`src/rtl/temporal_encoder.sv`:
```
// Binary-to-temporal encoder: latches N values, then drops line i from high to low
// at gamma time val_q[i] inside a 2**W-cycle window, followed by a rest phase.
module temporal_encoder #(
  parameter int N           = 4,
  parameter int W           = 3,
  parameter int REST_CYCLES = 2
) (
  input  logic           clk,
  input  logic           rst_n,
  input  logic           in_valid,
  output logic           in_ready,
  input  logic [N*W-1:0] in_vals,
  output logic [N-1:0]   spike_out,
  output logic [W-1:0]   time_out,
  output logic           busy,
  output logic           done
);

  // Handshake: a value set transfers on a rising edge where in_valid && in_ready;
  // in_ready is high only in IDLE and never depends combinationally on in_valid.

  localparam int RW = $clog2(REST_CYCLES + 1);
  localparam logic [W-1:0]  CNT_MAX   = '1;
  localparam logic [RW-1:0] REST_LAST = RW'(REST_CYCLES - 1);
  localparam logic [W-1:0]  NO_SPIKE  = '1;

  typedef enum logic [1:0] {
    IDLE = 2'd0,
    RUN  = 2'd1,
    REST = 2'd2
  } state_t;

  state_t          state_q;
  state_t          state_d;
  logic [W-1:0]    cnt;
  logic [RW-1:0]   rest_cnt;
  logic [N*W-1:0]  val_q;
  logic            accept;

  assign accept = in_valid && (state_q == IDLE);

  always_comb begin
    state_d = state_q;
    case (state_q)
      IDLE:    if (accept) state_d = RUN;
      RUN:     if (cnt == CNT_MAX) state_d = REST;
      REST:    if (rest_cnt == REST_LAST) state_d = IDLE;
      default: state_d = IDLE;
    endcase
  end

  always_ff @(posedge clk) begin
    if (!rst_n) state_q <= IDLE;
    else        state_q <= state_d;
  end

  // Counters saturate at their phase end so they never wrap inside a phase.
  always_ff @(posedge clk) begin
    if (!rst_n) begin
      cnt      <= '0;
      rest_cnt <= '0;
      val_q    <= '0;
    end else begin
      case (state_q)
        IDLE: begin
          if (accept) begin
            val_q <= in_vals;
            cnt   <= '0;
          end
        end
        RUN: begin
          if (cnt == CNT_MAX) rest_cnt <= '0;
          else                cnt      <= cnt + 1'b1;
        end
        REST: begin
          if (rest_cnt != REST_LAST) rest_cnt <= rest_cnt + 1'b1;
        end
        default: ;
      endcase
    end
  end

  // Line decode uses registered state only; an all-ones value never fires.
  always_comb begin
    spike_out = '1;
    for (int i = 0; i < N; i++) begin
      if ((state_q == RUN) && (cnt >= val_q[i*W +: W]) && (val_q[i*W +: W] != NO_SPIKE))
        spike_out[i] = 1'b0;
    end
  end

  assign in_ready = (state_q == IDLE);
  assign busy     = (state_q != IDLE);
  assign done     = (state_q == REST) && (rest_cnt == REST_LAST);
  assign time_out = (state_q == RUN) ? cnt : '0;

endmodule

```
`config.mk`:
```
export PLATFORM = sky130hd
export DESIGN_NAME = temporal_encoder
export DESIGN_NICKNAME = d
export VERILOG_FILES = /design/src/rtl/temporal_encoder.sv
export SDC_FILE = /design/constraint.sdc
export NUM_CORES = 1
export LEC_CHECK = 0
export CAP_MARGIN = 20
export CORE_ASPECT_RATIO = 1.2
export CORE_MARGIN = 4
export CORE_UTILIZATION = 53
export DETAILED_ROUTE_END_ITERATION = 10
export HOLD_SLACK_MARGIN = 0.06
export PLACE_DENSITY_LB_ADDON = 0.25
export SLEW_MARGIN = 20
export SYNTH_ARGS = -nofsm -noshare
export SYNTH_HDL_FRONTEND = slang
export SYNTH_SLANG_ARGS = --single-unit
```
`constraint.sdc`:
```
create_clock -name clk -period 2.7 [get_ports clk]
set_input_delay 0.54 -clock clk [delete_from_list [all_inputs] [get_ports clk]]
set_output_delay 0.54 -clock clk [all_outputs]
set_load 0.02 [all_outputs]
```
==> impl_metrics.csv, run 1 <==
group,metric,value,unit
synth,ys_seq_area_frac,0.330,
sta,finalSetupViolations,0,
synth,synth-seq-cells,19,
worst_hold_path,min_path_type,"reg -> reg",
setup_path,r2r_slack,1.16,ns
synth,syn_nets,151,
grt,grt_start_max_net_pins,23,
layout,fillerInstances,187,
power_and_ir_drop,ir_worst_vdd,0.405,mV
synth,syn_avg_cell_area,9.53,um2
sta,relSlewSlack,0.555,
setup_path,cpLargestDelayFamily,"buffers and inverters",
setup_path,cp_cell_sequence,"nor2b_1 > and2_1 > clkdlybuf4s50_1",
sta,tns,0,ns
layout,seq_area,380,um2
outcome,outcome,"completed",
placement,gp_congestion,0.737,
floorplan,core-area,0.00207,mm2
grt,grt.total_usage,0.169,
sta,max_freq,396,MHz
sta,worst_slew_pin_slew,0.665,ns
layout,utilization,0.690,
setup_path,slowest_delay,0.60,ns
grt,grt_overflow,0,
synth,postSynthCellCount,121,
setup_path,worst-setup-path-type,"reg -> out",
layout,final_nets,177,
detailed_routing,totalWireLength,2270,um
floorplan,initial_core_util,0.557,
clock_tree,cts_buffers,3,
power_and_ir_drop,p_total,584,uW
synth,synth.largest_area_cell,"dfxtp_1",
layout,layout-drive-gt1-share,0.0411,
layout,multi_input_area,702,um2
run,maxCapViolations,0,
grt,grt.met2_usage,0.313,
clock_tree,cts_tree,"done",
floorplan,dieHeight,59.1,um
layout,diodes,0,
floorplan,die_w,50.6,um
clock_tree,cts.clk_slew.worst_paths,0.11,ns
sta,drv_slew,0,
detailed_routing,dr.pass1.iters,4,
clock_tree,htree_levels,1,
detailed_routing,dr.first_iter.drc_count,12,
grt,grt_antenna_before_repair,0,
clock_tree,cts_root_buffer,"clkbuf_4",
synth,yosys-top-cells-count,"dfxtp_1, ha_1, mux2i_1, nor2b_1, inv_1",
placement,dpl.hpwl,1790,um
sta,hold_slack,0.504,ns
detailed_routing,via_per_inst,5.31,
floorplan,dieArea,0.00299,mm2
floorplan,ios,25,
synth,synthTopCellsByArea,"dfxtp_1, ha_1, mux2i_1",
power_and_ir_drop,leakagePower,0.000582,uW
setup_path,slowest_stage,"clkdlybuf4s50_1",
sta,min_period,2.53,ns
synth,synth-edff-count,0,
detailed_routing,ant_nets,0,
grt,use_met3,0.0277,
placement,place_ws,0.232,ns
sta,finalCritPeriodShare,0.936,
sta,finClkSkew,0.00441,ns
power_and_ir_drop,cellPowerDensity,408,mW/mm2
setup_path,crit_required,2.16,ns
sta,final_hold_viol_count,0,
synth,synthDistinctLibCells,22,
grt,met1_usage,0.183,
clock_tree,cts_sinks,19,
grt,top_usage_layer,"met2",
setup_path,arrival,1.99,ns
synth,async_reset_ff_frac,0,
grt,grt_pass1_vias,918,
sta,rsz0062_at_grt,"false",
clock_tree,clk_latency,0.30,ns
detailed_routing,via_count,935,
setup_path,path_max_fanout,9,
sta,setup_ws,0.172,ns
synth,synth_warnings,0,
synth,yosysMostFrequentCell,"dfxtp_1",
detailed_routing,wl_per_cell,12.9,um
synth,yosys.area.top_type_share,0.330,
detailed_routing,drc,0,
synth,syn-cell-area,0.00115,mm2
clock_tree,clock_path_buffers,2,
synth,synthFlopType,"dfxtp_1",
setup_path,crit_path_end_kind,"output pin",
grt,grt_pass1_wl,3830,um
placement,port_buffers,24,
setup_path,critPathBufInv,1,
floorplan,fp-row-count,18,
layout,area_delta_synth_final,24.0,%
setup_path,critPathLaunchType,"flop",
==> worst register-to-register path, delay by kind of cell (launching register included) <==
kind,cells,cell delay [ns]
adder cells (fa/ha/maj),2,0.40
AO/OA/AOI/OAI,1,0.29
multiplexers,1,0.23
AND/OR/NAND/NOR,1,0.15
flip-flops,1,0.41
==> metrics by stage <==
stage,instances,cell area (um2)
finish,176,1430
global route,176,1430
CTS,176,1430
detailed placement,172,1410
global placement,172,1410
floorplan,121,1150
==> what timing repair did <==
item,in CTS,in global routing
setup buffers,0,0
resized for setup,4,0
hold buffers,0,0
hold endpoints to repair,0,0
endpoints found under the setup margin,4,0
==> sequential cells by signal, summed over array words and instances, names as in the netlist <==
signal,cells
state_q,2
cnt,3
rest_cnt,2
val_q,12
==> layout make-up <==
| type | count | share of cell area |
|---|---|---|
| multi-input combinational | 87 | 0.491 |
| sequential | 19 | 0.266 |
| timing repair buffer | 25 | 0.170 |
| inverter | 11 | 0.0289 |
| tap | 30 | 0.0262 |
| clock buffer | 4 | 0.0184 |
==> layout by cell type (no fill, tap or decap), drive strengths merged <==
master,count
mux2i,15
nand2,4
o21a,1
o21ai,2
a211oi,2
nor2,4
inv,11
nor2b,13
dlygate4sd2,4
a21oi,3
and2,4
ha,15
clkdlybuf4s50,20
dfxtp,19
buf,1
o211ai,4
nand3,3
clkbuf,4
a211o,4
a31oi,4
nand2b,7
and3b,1
nor3b,1
==> cells by family after synthesis <==
| logic type | Yosys count | synth area share |
|---|---|---|
| DFF | 19 | 0.330 |
| AOI/OAI and AO/OA | 20 | 0.123 |
| adders and majority gates | 15 | 0.163 |
| buffers and inverters | 15 | 0.0618 |
| muxes | 15 | 0.130 |
| and+or+nand+nor | 37 | 0.193 |
==> worst paths after layout <==
kind         depth (start not counted)                    start                   to
max                                  3  state_q[0]$_SDFFE_PN0P_          time_out[1]
min                                  2      cnt[0]$_SDFFE_PN0P_  cnt[0]$_SDFFE_PN0P_
max reg2reg                          5      cnt[1]$_SDFFE_PN0P_  cnt[1]$_SDFFE_PN0P_
min reg2reg                          2      cnt[0]$_SDFFE_PN0P_  cnt[0]$_SDFFE_PN0P_
==> power by group <==
part           switching (uW)  internal, uW
Sequential               13.2           294
Clock                    88.1          57.6
Combinational            59.8          70.9
==> per-layer routing <==
layer | up-vias | share of wire
met3 | 5 | 0.030
met2 | 17 | 0.52
met4 | 0 | 0.020
met5 | - | 0
li1 | 474 | -
met1 | 439 | 0.43
(Power assumes the default switching activity.)
==> run 2: changes to the inputs <==
--- a/config.mk
+++ b/config.mk
@@ -8,7 +8,7 @@
 export CAP_MARGIN = 20
 export CORE_ASPECT_RATIO = 1.2
 export CORE_MARGIN = 4
-export CORE_UTILIZATION = 53
+export CORE_UTILIZATION = 45
 export DETAILED_ROUTE_END_ITERATION = 10
 export HOLD_SLACK_MARGIN = 0.06
 export PLACE_DENSITY_LB_ADDON = 0.25
@@ -16,3 +16,4 @@
 export SYNTH_ARGS = -nofsm -noshare
 export SYNTH_HDL_FRONTEND = slang
 export SYNTH_SLANG_ARGS = --single-unit
+export TNS_END_PERCENT = 20
==> constraint.sdc (replaced) <==
create_clock -name clk -period 2.3 [get_ports clk]
set_input_delay 0.46 -clock clk [delete_from_list [all_inputs] [get_ports clk]]
set_output_delay 0.46 -clock clk [all_outputs]
set_load 0.02 [all_outputs]
==> impl_metrics.csv, run 2 (same netlist as run 1, synthesis figures left out) <==
group,metric,value,unit
floorplan,dieArea,0.00344,mm2
setup_path,cp_num_cells,6,
sta,drv_slew,0,
setup_path,slowest_stage,"dfxtp_2",
clock_tree,cts_tree,"done",
floorplan,initial_core_util,0.485,
detailed_routing,dr.pass1.iters,4,
sta,tns,0,ns
setup_path,critPathLaunchType,"flop",
grt,grt.total_usage,0.154,
layout,multi_input_area,709,um2
sta,worst_slew_pin_slew,0.313,ns
power_and_ir_drop,p_int,502,uW
grt,grt.met2_usage,0.257,
grt,grt_pass1_wl,4010,um
run,maxCapViolations,0,
setup_path,crit_path_end_kind,"output pin",
grt,met1_usage,0.186,
floorplan,fp-row-count,19,
placement,gp_congestion,0.725,
outcome,outcome,"completed",
layout,largest_register,"val_q",
power_and_ir_drop,leakagePower,0.000611,uW
sta,finalSetupViolations,0,
power_and_ir_drop,cellPowerDensity,473,mW/mm2
power_and_ir_drop,ir_worst_vdd,0.300,mV
layout,seq_area,383,um2
detailed_routing,via_per_inst,5.10,
sta,min_period,2.19,ns
detailed_routing,dr.first_iter.drc_count,28,
sta,final_hold_viol_count,0,
clock_tree,cts_root_buffer,"clkbuf_4",
sta,hold_slack,0.509,ns
setup_path,worst-setup-path-type,"reg -> out",
detailed_routing,totalWireLength,2340,um
setup_path,critPathBufInv,2,
setup_path,path_max_fanout,6,
setup_path,slowest_delay,0.35,ns
power_and_ir_drop,combPwrFrac,0.232,
layout,largest_reg_flops,12,
clock_tree,clk_latency,0.29,ns
layout,final_cell_mix,"clkdlybuf4s50_1, dfxtp_1, mux2i_1, ha_1, nor2b_1",
clock_tree,cts_buffers,3,
worst_hold_path,min_path_type,"reg -> reg",
clock_tree,cts_hold_buf,0,
worst_hold_path,hold_path_depth,1,
sta,finClkSkew,0.00936,ns
placement,dpl.hpwl,1840,um
grt,grt_pass1_vias,938,
sta,max_freq,457,MHz
layout,top_regs,"val_q: 12 flops, cnt: 3 flops",
grt,grt_antenna_before_repair,0,
power_and_ir_drop,power_frac_seq,0.525,
layout,diodes,0,
layout,area_delta_synth_final,26.5,%
detailed_routing,ant_nets,0,
sta,rsz0062_at_grt,"false",
clock_tree,postCtsSetupBuffers,0,
floorplan,die_w,54.2,um
floorplan,dieHeight,63.5,um
floorplan,ios,25,
grt,grt_overflow,0,
clock_tree,cts_sinks,19,
layout,layout-drive-gt1-share,0.120,
detailed_routing,wl_per_cell,13.0,um
layout,final_nets,181,
placement,port_buffers,24,
detailed_routing,drc,0,
sta,relSlewSlack,0.791,
power_and_ir_drop,p_total,690,uW
setup_path,worstRegToRegCells,6,
layout,fillerInstances,222,
layout,layout_commonest_cell,"clkdlybuf4s50_1",
setup_path,cpLargestDelayFamily,"compound AO/OA/AOI/OAI gates",
setup_path,arrival,1.73,ns
detailed_routing,via_count,923,
sta,finalCritPeriodShare,0.951,
grt,top_usage_layer,"met2",
clock_tree,cts.clk_slew.worst_paths,0.11,ns
power_and_ir_drop,p_sw_frac,0.272,
clock_tree,clock_path_buffers,2,
power_and_ir_drop,p_switching,188,uW
grt,grt_start_max_net_pins,15,
clock_tree,htree_levels,1,
setup_path,cp_cell_sequence,"inv_2 > ha_1 > nand2b_4 > a211o_1 > o211ai_1 > buf_4",
grt,use_met3,0.0283,
setup_path,crit_required,1.84,ns
floorplan,core-area,0.00238,mm2
power_and_ir_drop,power.share.clock,0.243,
run 2: final timing paths:
kind | from | endpoint | slack (ns)
hold / removal | rest_cnt[0]$_SDFFE_PN0P_ | rest_cnt[0]$_SDFFE_PN0P_ | 0.51
hold reg to reg | rest_cnt[0]$_SDFFE_PN0P_ | rest_cnt[0]$_SDFFE_PN0P_ | 0.51
setup reg to reg | cnt[0]$_SDFFE_PN0P_ | cnt[2]$_SDFFE_PN0P_ | 0.75
setup / recovery | cnt[0]$_SDFFE_PN0P_ | spike_out[3] | 0.11
run 2: area by class of cell:
type                       count  share of cell area
timing repair buffer          29               0.178
sequential                    19               0.262
clock buffer                   4              0.0180
inverter                      11              0.0283
tap                           31              0.0266
multi-input combinational     87               0.486
run 2: stage by stage:
step	instance area, um2	setup slack (ns)	util	std cells
floorplan	1150	0.509	-	121
global placement	1440	-0.00302	0.606	177
detailed placement	1440	-0.0886	0.606	177
CTS	1450	-0.0261	0.611	181
global route	1460	0.0211	0.614	181
finish	1460	0.114	0.614	181
run 2: repair_timing:
action                     4_1_cts  5_1_grt
gates resized for setup         15        6
hold endpoints to repair         0        0
gates cloned                     0        0
pin swaps                        0        0
setup endpoints to repair        4        7
run 2: power by group through the flow:
| stage | sequential (uW) | clock [uW] | combinational (uW) |
|---|---|---|---|
| after global routing | 365 | 192 | 177 |
| after global placement | 368 | 0 | 158 |
| after CTS | 362 | 177 | 160 |
| after floorplan | 365 | 0 | 101 |
| final | 362 | 168 | 160 |
| after detailed placement | 369 | 0 | 165 |
run 2: per-layer routing:
metal / part of all wire / routed length, um / up-vias
met4: 0.0073 / 17 / 0
met2: 0.52 / 1210 / 14
met1: 0.42 / 995 / 426
met3: 0.050 / 118 / 2
met5: 0 / 0 / -
li1: - / - / 481
run 2: worst reg2reg max path, delay by kind of cell (launching register included):
| family | cells | cell delay [ns] |
|---|---|---|
| adders and majority gates | 2 | 0.37 |
| DFF | 1 | 0.34 |
| AOI/OAI and AO/OA | 1 | 0.27 |
| muxes | 1 | 0.21 |
| and+or+nand+nor | 1 | 0.15 |
| buffers and inverters | 1 | 0.13 |
